**src/rtl/arm_ctrl_pkg.sv**
```systemverilog
// Shared encodings for the ARM control unit: opcode classes, data-processing
// commands, ALUControl/ImmSrc selects, condition codes and the sequencer state.
// No logic; imported by arm_cond_check and arm_control_unit.
package arm_ctrl_pkg;

  // Instr[27:26] instruction classes
  localparam logic [1:0] OP_DP  = 2'b00;
  localparam logic [1:0] OP_MEM = 2'b01;
  localparam logic [1:0] OP_BR  = 2'b10;
  localparam logic [1:0] OP_SYS = 2'b11;

  // Data-processing cmd field Instr[24:21]
  localparam logic [3:0] CMD_AND = 4'b0000;
  localparam logic [3:0] CMD_SUB = 4'b0010;
  localparam logic [3:0] CMD_ADD = 4'b0100;
  localparam logic [3:0] CMD_CMP = 4'b1010;
  localparam logic [3:0] CMD_ORR = 4'b1100;

  // ALUControl encodings
  localparam logic [1:0] ALU_ADD = 2'b00;
  localparam logic [1:0] ALU_SUB = 2'b01;
  localparam logic [1:0] ALU_AND = 2'b10;
  localparam logic [1:0] ALU_ORR = 2'b11;

  // ImmSrc encodings
  localparam logic [1:0] IMM_DP  = 2'b00;
  localparam logic [1:0] IMM_MEM = 2'b01;
  localparam logic [1:0] IMM_BR  = 2'b10;

  // Condition codes Instr[31:28]
  localparam logic [3:0] COND_EQ = 4'b0000;
  localparam logic [3:0] COND_NE = 4'b0001;
  localparam logic [3:0] COND_CS = 4'b0010;
  localparam logic [3:0] COND_CC = 4'b0011;
  localparam logic [3:0] COND_MI = 4'b0100;
  localparam logic [3:0] COND_PL = 4'b0101;
  localparam logic [3:0] COND_VS = 4'b0110;
  localparam logic [3:0] COND_VC = 4'b0111;
  localparam logic [3:0] COND_HI = 4'b1000;
  localparam logic [3:0] COND_LS = 4'b1001;
  localparam logic [3:0] COND_GE = 4'b1010;
  localparam logic [3:0] COND_LT = 4'b1011;
  localparam logic [3:0] COND_GT = 4'b1100;
  localparam logic [3:0] COND_LE = 4'b1101;
  localparam logic [3:0] COND_AL = 4'b1110;

  typedef enum logic [1:0] {
    ST_RUN     = 2'd0,
    ST_MEMWAIT = 2'd1,
    ST_HALT    = 2'd2
  } state_e;

endpackage

```
**src/rtl/arm_cond_check.sv**
```systemverilog
// NZCV flag register with condition evaluation and gated flag writes.
// Latency: cond_ex_o is combinational from the registered flags; flags_o updates one edge after a qualified write.
// Backpressure: none; writes happen only when commit_i and cond_ex_o are both high.
// Ports: clk_i/rst_i (async active-high), cond_i = Instr[31:28], alu_flags_i = {N,Z,C,V} from ALU,
//        flag_w_i = {update NZ, update CV}, commit_i = instruction retires this cycle,
//        cond_ex_o = condition passes, flags_o = registered NZCV.
module arm_cond_check
  import arm_ctrl_pkg::*;
(
  input  logic       clk_i,
  input  logic       rst_i,
  input  logic [3:0] cond_i,
  input  logic [3:0] alu_flags_i,
  input  logic [1:0] flag_w_i,
  input  logic       commit_i,
  output logic       cond_ex_o,
  output logic [3:0] flags_o
);

  logic [3:0] flags_q, flags_d;
  logic       n, z, c, v;

  assign {n, z, c, v} = flags_q;
  assign flags_o      = flags_q;

  always_comb begin
    cond_ex_o = 1'b0;
    case (cond_i)
      COND_EQ: cond_ex_o = z;
      COND_NE: cond_ex_o = ~z;
      COND_CS: cond_ex_o = c;
      COND_CC: cond_ex_o = ~c;
      COND_MI: cond_ex_o = n;
      COND_PL: cond_ex_o = ~n;
      COND_VS: cond_ex_o = v;
      COND_VC: cond_ex_o = ~v;
      COND_HI: cond_ex_o = c & ~z;
      COND_LS: cond_ex_o = ~c | z;
      COND_GE: cond_ex_o = ~(n ^ v);
      COND_LT: cond_ex_o = n ^ v;
      COND_GT: cond_ex_o = ~z & ~(n ^ v);
      COND_LE: cond_ex_o = z | (n ^ v);
      COND_AL: cond_ex_o = 1'b1;
      default: cond_ex_o = 1'b0;  // 1111 never executes
    endcase
  end

  // NZ and CV halves are written independently so logical ops keep C/V.
  always_comb begin
    flags_d = flags_q;
    if (commit_i && cond_ex_o) begin
      if (flag_w_i[1]) flags_d[3:2] = alu_flags_i[3:2];
      if (flag_w_i[0]) flags_d[1:0] = alu_flags_i[1:0];
    end
  end

  always_ff @(posedge clk_i or posedge rst_i) begin
    if (rst_i) flags_q <= 4'b0000;
    else       flags_q <= flags_d;
  end

endmodule

```
**src/rtl/arm_control_unit.sv**
```systemverilog
// Control unit for the single-cycle ARM datapath: decode, condition gating, memory-wait/halt sequencer.
// Latency: strobes are combinational in the instruction's cycle; a stalled LDR/STR retires in the MemReady cycle.
// Backpressure: MemReady low holds PCWrite and all write enables low; after WAIT_LIMIT wait cycles the core faults into HALT.
// Ports: CLK, RESET (async active-high), Instr, ALUFlags {N,Z,C,V}, MemReady in; datapath strobes/selects,
//        PCWrite, MemReq, Flags (registered NZCV), Halted, Fault out.
module arm_control_unit
  import arm_ctrl_pkg::*;
#(
  parameter logic [31:0] HALT_INSTR = 32'hEF000000,
  parameter int unsigned WAIT_LIMIT = 16,
  parameter int unsigned CNT_W      = 5
) (
  input  logic        CLK,
  input  logic        RESET,
  input  logic [31:0] Instr,
  input  logic [3:0]  ALUFlags,
  input  logic        MemReady,
  output logic        PCSrc,
  output logic        MemtoReg,
  output logic        MemWrite,
  output logic        ALUSrc,
  output logic        RegWrite,
  output logic [1:0]  RegSrc,
  output logic [1:0]  ImmSrc,
  output logic [1:0]  ALUControl,
  output logic        PCWrite,
  output logic        MemReq,
  output logic [3:0]  Flags,
  output logic        Halted,
  output logic        Fault
);

  logic [1:0] op;
  logic [5:0] funct;
  logic [3:0] cmd;
  logic [3:0] rd;

  assign op    = Instr[27:26];
  assign funct = Instr[25:20];
  assign cmd   = funct[4:1];
  assign rd    = Instr[15:12];

  logic       reg_w, mem_w, branch, is_mem, is_halt, pcs;
  logic [1:0] flag_w;

  // ---------------- decoder ----------------
  always_comb begin
    ALUSrc     = 1'b0;
    ImmSrc     = IMM_DP;
    RegSrc     = 2'b00;
    ALUControl = ALU_ADD;
    MemtoReg   = 1'b0;
    reg_w      = 1'b0;
    mem_w      = 1'b0;
    branch     = 1'b0;
    is_mem     = 1'b0;
    is_halt    = 1'b0;
    flag_w     = 2'b00;
    case (op)
      OP_DP: begin
        ALUSrc = funct[5];
        // funct[0] is the S bit; only arithmetic commands touch C/V.
        case (cmd)
          CMD_ADD: begin ALUControl = ALU_ADD; reg_w = 1'b1; flag_w = {2{funct[0]}};   end
          CMD_SUB: begin ALUControl = ALU_SUB; reg_w = 1'b1; flag_w = {2{funct[0]}};   end
          CMD_AND: begin ALUControl = ALU_AND; reg_w = 1'b1; flag_w = {funct[0], 1'b0}; end
          CMD_ORR: begin ALUControl = ALU_ORR; reg_w = 1'b1; flag_w = {funct[0], 1'b0}; end
          CMD_CMP: begin ALUControl = ALU_SUB; reg_w = 1'b0; flag_w = {2{funct[0]}};   end
          default: ;  // undefined command: no write enables
        endcase
      end
      OP_MEM: begin
        ALUSrc = 1'b1;
        ImmSrc = IMM_MEM;
        is_mem = 1'b1;
        if (funct[0]) begin  // L bit: load
          MemtoReg = 1'b1;
          reg_w    = 1'b1;
        end else begin
          mem_w  = 1'b1;
          RegSrc = 2'b10;
        end
      end
      OP_BR: begin
        ImmSrc = IMM_BR;
        ALUSrc = 1'b1;
        RegSrc = 2'b01;
        branch = 1'b1;
      end
      default: is_halt = (Instr == HALT_INSTR);
    endcase
  end

  // A register write to R15 is also a PC redirect.
  assign pcs = branch | ((rd == 4'd15) & reg_w);

  // ---------------- condition / flags ----------------
  logic cond_ex, commit;

  arm_cond_check u_cond (
    .clk_i       (CLK),
    .rst_i       (RESET),
    .cond_i      (Instr[31:28]),
    .alu_flags_i (ALUFlags),
    .flag_w_i    (flag_w),
    .commit_i    (commit),
    .cond_ex_o   (cond_ex),
    .flags_o     (Flags)
  );

  // ---------------- sequencer ----------------
  state_e           state_q, state_d;
  logic [CNT_W-1:0] cnt_q, cnt_d;
  logic             fault_q, fault_d;
  logic             pc_write, mem_req;

  always_comb begin
    state_d  = state_q;
    cnt_d    = cnt_q;
    fault_d  = fault_q;
    commit   = 1'b0;
    pc_write = 1'b0;
    mem_req  = 1'b0;
    case (state_q)
      ST_RUN: begin
        if (is_mem && cond_ex) begin
          mem_req = 1'b1;
          if (MemReady) begin
            commit   = 1'b1;
            pc_write = 1'b1;
          end else begin
            state_d = ST_MEMWAIT;
            cnt_d   = CNT_W'(1);
          end
        end else if (is_halt && cond_ex) begin
          state_d = ST_HALT;
        end else begin
          // includes condition-failed instructions: PC advances, enables gated by cond_ex
          commit   = 1'b1;
          pc_write = 1'b1;
        end
      end
      ST_MEMWAIT: begin
        mem_req = 1'b1;
        if (MemReady) begin  // completion wins over the timeout in the same cycle
          commit   = 1'b1;
          pc_write = 1'b1;
          state_d  = ST_RUN;
          cnt_d    = '0;
        end else if (cnt_q >= CNT_W'(WAIT_LIMIT)) begin
          state_d = ST_HALT;
          fault_d = 1'b1;
        end else begin
          cnt_d = cnt_q + CNT_W'(1);
        end
      end
      ST_HALT: ;
      default: state_d = ST_RUN;
    endcase
    // The state register already sits at RUN while RESET is high; keep
    // RUN's default PC advance and any commit from leaking out.
    if (RESET) begin
      commit   = 1'b0;
      pc_write = 1'b0;
      mem_req  = 1'b0;
    end
  end

  always_ff @(posedge CLK or posedge RESET) begin
    if (RESET) begin
      state_q <= ST_RUN;
      cnt_q   <= '0;
      fault_q <= 1'b0;
    end else begin
      state_q <= state_d;
      cnt_q   <= cnt_d;
      fault_q <= fault_d;
    end
  end

  assign RegWrite = reg_w & cond_ex & commit;
  assign MemWrite = mem_w & cond_ex & commit;
  assign PCSrc    = pcs   & cond_ex & commit;
  assign PCWrite  = pc_write;
  assign MemReq   = mem_req;
  assign Halted   = (state_q == ST_HALT);
  assign Fault    = fault_q;

endmodule
```
**config.mk**
```make
export PLATFORM = sky130hd
export DESIGN_NAME = arm_control_unit
export DESIGN_NICKNAME = d
export VERILOG_FILES = /design/src/rtl/arm_ctrl_pkg.sv /design/src/rtl/arm_cond_check.sv /design/src/rtl/arm_control_unit.sv
export SDC_FILE = /design/constraint.sdc
export NUM_CORES = 1
export LEC_CHECK = 0
export CELL_PAD_IN_SITES_DETAIL_PLACEMENT = 0
export CELL_PAD_IN_SITES_GLOBAL_PLACEMENT = 1
export CORE_UTILIZATION = 32
export CTS_CLUSTER_DIAMETER = 30
export CTS_CLUSTER_SIZE = 12
export DETAILED_ROUTE_END_ITERATION = 8
export HOLD_SLACK_MARGIN = 0.02
export PLACE_DENSITY = 0.84
export RECOVER_POWER = 25
export SLEW_MARGIN = 0
export SYNTH_ARGS = -nofsm -noshare
export SYNTH_HDL_FRONTEND = slang
export SYNTH_SLANG_ARGS = --single-unit
```
**constraint.sdc**
```tcl
create_clock -name CLK -period 6 [get_ports CLK]
set_input_delay 0.9 -clock CLK [delete_from_list [all_inputs] [get_ports CLK]]
set_output_delay 0.9 -clock CLK [all_outputs]
set_load 0.05 [all_outputs]
```
---- Yosys cells after proc, flatten, opt, wreduce, memory -nomap -nowiden ----
Cells that the tools add are included.
operators by class
  add/subtract/negate cells ............... 1
  order comparisons ....................... 1
  eq/ne operators ......................... 30
  mux-type cells .......................... 37
  bitwise logic cells ..................... 20
  reduce and logical (&&, ||, !) cells .... 19
operators with widths
  operator              number
  $eq 4x4->1 const B    10
  $eq 32x32->1 const B  1
  $eq 4x3->1 const B    5
  $mux 5                4
  $mux 2                8
  $pmux 1 s15           1
  $mux 1                14
  $eq 4x2->1 const B    3
  $ne 3x3->1 const B    4
  $pmux 2 s2            3
  $pmux 2 s3            2
  $pmux 5 s2            1
  $and 1x1->1           9
  $logic_not 4->1       2
  $pmux 1 s2            4
  $reduce_and 4->1      2
  $not 1->1             7
  $reduce_or 2->1       3
  $reduce_or 3->1       2
  $add 5x1->5 const B   1
  $ge 5x5->1 const B    1
  $eq 2x1->1 const B    2
  $eq 2x2->1 const B    2
  $eq 4x1->1 const B    1
  other kinds (9)       16
storage, ports and cells
  register bits ........................... 12
  input port bits ......................... 39
  output and inout bits ................... 19
  word-level logic and storage cells ...... 113

---- Logic depth before layout (Yosys ltp) ----
  word-level depth ........................ 11
  mapped depth ............................ 8
  gate-level depth less buffers ........... 8

---- By module ----
Synthesis repeated with hierarchy kept, for this count alone.
second synthesis, totals
  cell total of the unflattened synthesis .. 128
  area, all modules ....................... 1133.6 µm²
modules (own cells, without submodules)
  module            instances  cells an instance  area an instance (µm²)  seq. area each (µm²)
  arm_control_unit  1          99                 844.6                   200.2
  arm_cond_check    1          29                 289.0                   100.1

---- Worst setup path before layout ----
OpenSTA, ideal clock, no wires.
  path type ............................... input-to-output
  start point ............................. input Instr[30]
  end point ............................... output MemWrite
  arrival time ............................ 3.743 ns
  required time ........................... 5.100 ns
  setup slack ............................. 1.357 ns
  stages on the path ...................... 8
  path buffers ............................ 1
  cells stage by stage .................... buf_6 -> and4bb_1 -> nor3_1 -> a311oi_1 -> or2_2 -> o21ai_0 -> nor2_1 -> nor4_1
on the way
  longest elaborated chain between the ends .. 8
  elaborated cells between the ends (all ways) .. 26
  those cells by class .................... eq/ne: 15; mux: 6; bitwise: 2; reduce/logical: 3
ends and longest elaborated chain
  what                                          RTL line                                      RTL
  start: declaration                            arm_control_unit.sv:15                        input logic [31:0] Instr,
  $eq 4x4->1 (tied with other cells)            arm_cond_check.sv:28                          case (cond_i)
  $pmux 1 s15 / $mux 1 (equally long branches)  arm_cond_check.sv:28, arm_control_unit.sv:59
  $logic_and 1x1->1                             arm_control_unit.sv:135                       end else if (is_halt && cond_ex) begin
  $mux 1                                        arm_control_unit.sv:135
  $mux 1                                        arm_control_unit.sv:126                       if (is_mem && cond_ex) begin
  $pmux 1 s2                                    arm_control_unit.sv:124                       case (state_q)
  $mux 1                                        arm_control_unit.sv:162                       if (RESET) begin
  $and 1x1->1 (*)                               arm_control_unit.sv:182                       assign MemWrite = mem_w & cond_ex & commit;
  end: declaration                              arm_control_unit.sv:20                        output logic MemWrite,
Mark *: on every way between the ends. The rest lies on a longest branch, timed or not.

---- Final worst setup path ----
  start point ............................. input Instr[28]
  end point ............................... output MemWrite
Same word-level chain as after synthesis.

==> impl_metrics.toml <==
[timing]
setup_violations = 0
slew_viol_final = 0
rsz0062_at_grt = "no"
tns_ns = 0
final_hold_viol_count = 0
tightest_slew_ns = 0.566
fin_ws_ns = 0.928
fmax_ghz = 0.197
relSlewSlack = 0.620
finClkSkew_ns = 0.00133
post-route-period-util = 0.845
min_period_ns = 5.07

[grt]
met1_usage = 0.212
grt_use_met2 = 0.301
top_usage_layer = "met2"
use_met3 = 0.0286
grt-ovfl-total = 0
grt_max_degree = 14
antenna_found_initial = 0
grt_pass1_vias = 1236
grtUsageTotal = 0.173
grt_pass1_wl_mm = 5.62

[floorplan]
core_area_um2 = 3690
initial_utilization = 0.337
placementRows = 22
ios = 58
die-height_um = 64.3
die_x_um = 64.3
dieArea_um2 = 4140

[layout]
nets = 242
nFillCells = 361
syn2layout_area_growth_pct = 48.7
seq_area_um2 = 300
diodes = 0
drive_gt1_frac = 0.0974
multi_input_area_um2 = 836
final_cell_area_um2 = 1850

[power_and_ir_drop]
netSwitchingPower_mw = 0.105
seq_power_share = 0.334
power_switching_share = 0.356
comb_power_share = 0.419
p_int_mw = 0.190
clockPowerShare = 0.247
p_leak_nw = 0.711
peakVddDrop_v = 0.000119
p_per_area_nw_per_um2 = 159
finalPower_mw = 0.295

[detailed_routing]
vias_per_cell = 5.26
post-route-drc-count = 0
dr.pass1.iters = 4
ant_nets = 0
vias = 1278
routed_wirelength_mm = 3.37
wl_per_cell_um = 13.9
drtIter0Drc = 46

[logic_synthesis]
synthDistinctLibCells = 45
synth.avg_cell_area_um2 = 8.76
ys_warn_count = 0
async_reset_ff_frac = 1.00
synth_ff_type = "dfrtp_1"
synth_edf_count = 0
synthCells = 142
synth_area_um2 = 1240
ys_seq_area_frac = 0.241
synth-seq-cells = 12
synth_nets = 187

[setup_path]
start_kind = "primary input"
crit_family = "buffers and inverters"
cp.arrival_ns = 4.17
critical_path_class = "in -> out"
worstSetupEndpointType = "primary output"
worstPathMaxFanout = 13
worstPathCellList = "clkdlybuf4s50_1 -> and2b_2 -> a211oi_1 -> a311oi_1 -> or2_2 -> o21ai_0 -> nor2_1 -> nor4_1 -> clkdlybuf4s50_1"
crit_buf_inv = 2
worst_path_max_delay_cell = "clkdlybuf4s50_1"
worst_path_most_repeated_cell = "clkdlybuf4s50_1"
critPathRequiredTime_ns = 5.10
cpPeakStageDelay_ns = 0.86

[clocking]
insertion_delay_ns = 0.24
cts.sinks = 12
cts_tree = "yes"
ctsLongestPathBuffers = 2
clk_pin_slew_ns = 0.05
cts_made_buffers = 3
cts-resized-gates = 0
clockRootBuffer = "clkbuf_8"
htree_num_levels = 1
cts_setup_buffers = 0
ctsHoldBuffers = 0

[outcome]
status = "finished, final reports clean"

[run]
maxCapViolCount = 0

[placement]
place_congestion = 0.796
place_area_um2 = 1810
port_buffers = 57
hpwl_mm = 2.77
dp_slack_ns = 0.956

[min_path]
worstHoldPathType = "reg -> reg"
power groups by stage:
stage               clock (mW)  combinational (mW)  sequential, mW
floorplan                    0              0.0715           0.106
CTS                     0.0746               0.125          0.0985
detailed placement           0               0.124          0.0998
global route            0.0772               0.134           0.100
global placement             0               0.122          0.0993
finish                  0.0727               0.124          0.0985
final cells by class:
class,count,area share
Multi-Input combinational cell,112,0.452
Timing Repair Buffer,57,0.309
Sequential cell,12,0.162
Tap cell,48,0.0325
Clock buffer,3,0.0223
Inverter,11,0.0223
cell usage after synthesis (3+ instances only):
cell	instances	share of area
mux2_2	3	0.027
o211ai_1	5	0.030
dfrtp_1	12	0.24
a21oi_1	10	0.040
a211oi_1	5	0.030
mux2_1	4	0.036
nand4_1	3	0.015
and2b_2	3	0.021
nor2_1	14	0.042
ha_1	6	0.060
xor2_1	3	0.021
nor4_1	6	0.030
nand2b_1	4	0.020
nor3_1	5	0.020
inv_1	11	0.033
nand2_1	6	0.018
o21ai_0	6	0.024
worst paths after layout:
path,from,endpoint,slack (ns),cells after the start
max,Instr[28],MemWrite,0.93,9
min in group asynchronous,RESET,cnt_q[1],1.18,2
max in group asynchronous,RESET,u_cond.flags_o[1],4.51,2
min reg2reg,Fault,Fault,0.47,1
min,Fault,Fault,0.47,1
max reg2reg,u_cond.flags_o[3],u_cond.flags_o[0],3.37,7
sequential cells by signal (all words and copies together), names as in the netlist:
signal,count
state_q,2
Fault,1
u_cond.flags_o,4
cnt_q,5
logic make-up (layout without fill, tap and decap cells):
logic type               count (synthesis)  after routing  synth area share
AND/OR/NAND/NOR                         58             58             0.299
AO/OA/AOI/OAI                           34             34             0.198
buffers and inverters                   18             71            0.0865
flip-flops                              12             12             0.241
multiplexers                             9              9            0.0795
adder cells (fa/ha/maj)                  6              6            0.0604
XOR/XNOR                                 5              5            0.0352
cell usage in the layout, fill, tap and decap left out, types with 2 or more instances in the layout:
master | netlist | routed
clkdlybuf4s50_1 | 0 | 56
nor2_1 | 14 | 14
dfrtp_1 | 12 | 12
inv_1 | 11 | 11
a21oi_1 | 10 | 10
o21ai_0 | 6 | 6
nand2_1 | 6 | 6
nor4_1 | 6 | 6
ha_1 | 6 | 6
nor3_1 | 5 | 5
a211oi_1 | 5 | 5
o211ai_1 | 5 | 5
nand2b_1 | 4 | 4
mux2_1 | 4 | 4
and2b_2 | 3 | 3
xor2_1 | 3 | 3
nand4_1 | 3 | 3
mux2_2 | 3 | 3
clkbuf_8 | 0 | 3
and4bb_1 | 2 | 2
xnor2_1 | 2 | 2
or2_2 | 2 | 2
mux2i_1 | 2 | 2
nor4b_1 | 2 | 2
nand3_1 | 2 | 2
per-stage QoR:
stage                      util  hold slack [ns]  instances
final                     0.501            0.471        243
after global routing      0.501            0.506        243
after CTS                 0.501            0.475        243
after detailed placement  0.490            0.459        240
after global placement    0.490            0.456        240
after floorplan               -            0.484        142
per-layer routing:
metal	routed length (µm)	part of all wire
met5	0	0
met4	40	0.012
met3	249	0.074
met2	1590	0.47
met1	1500	0.44
(Power assumes the default switching activity.)
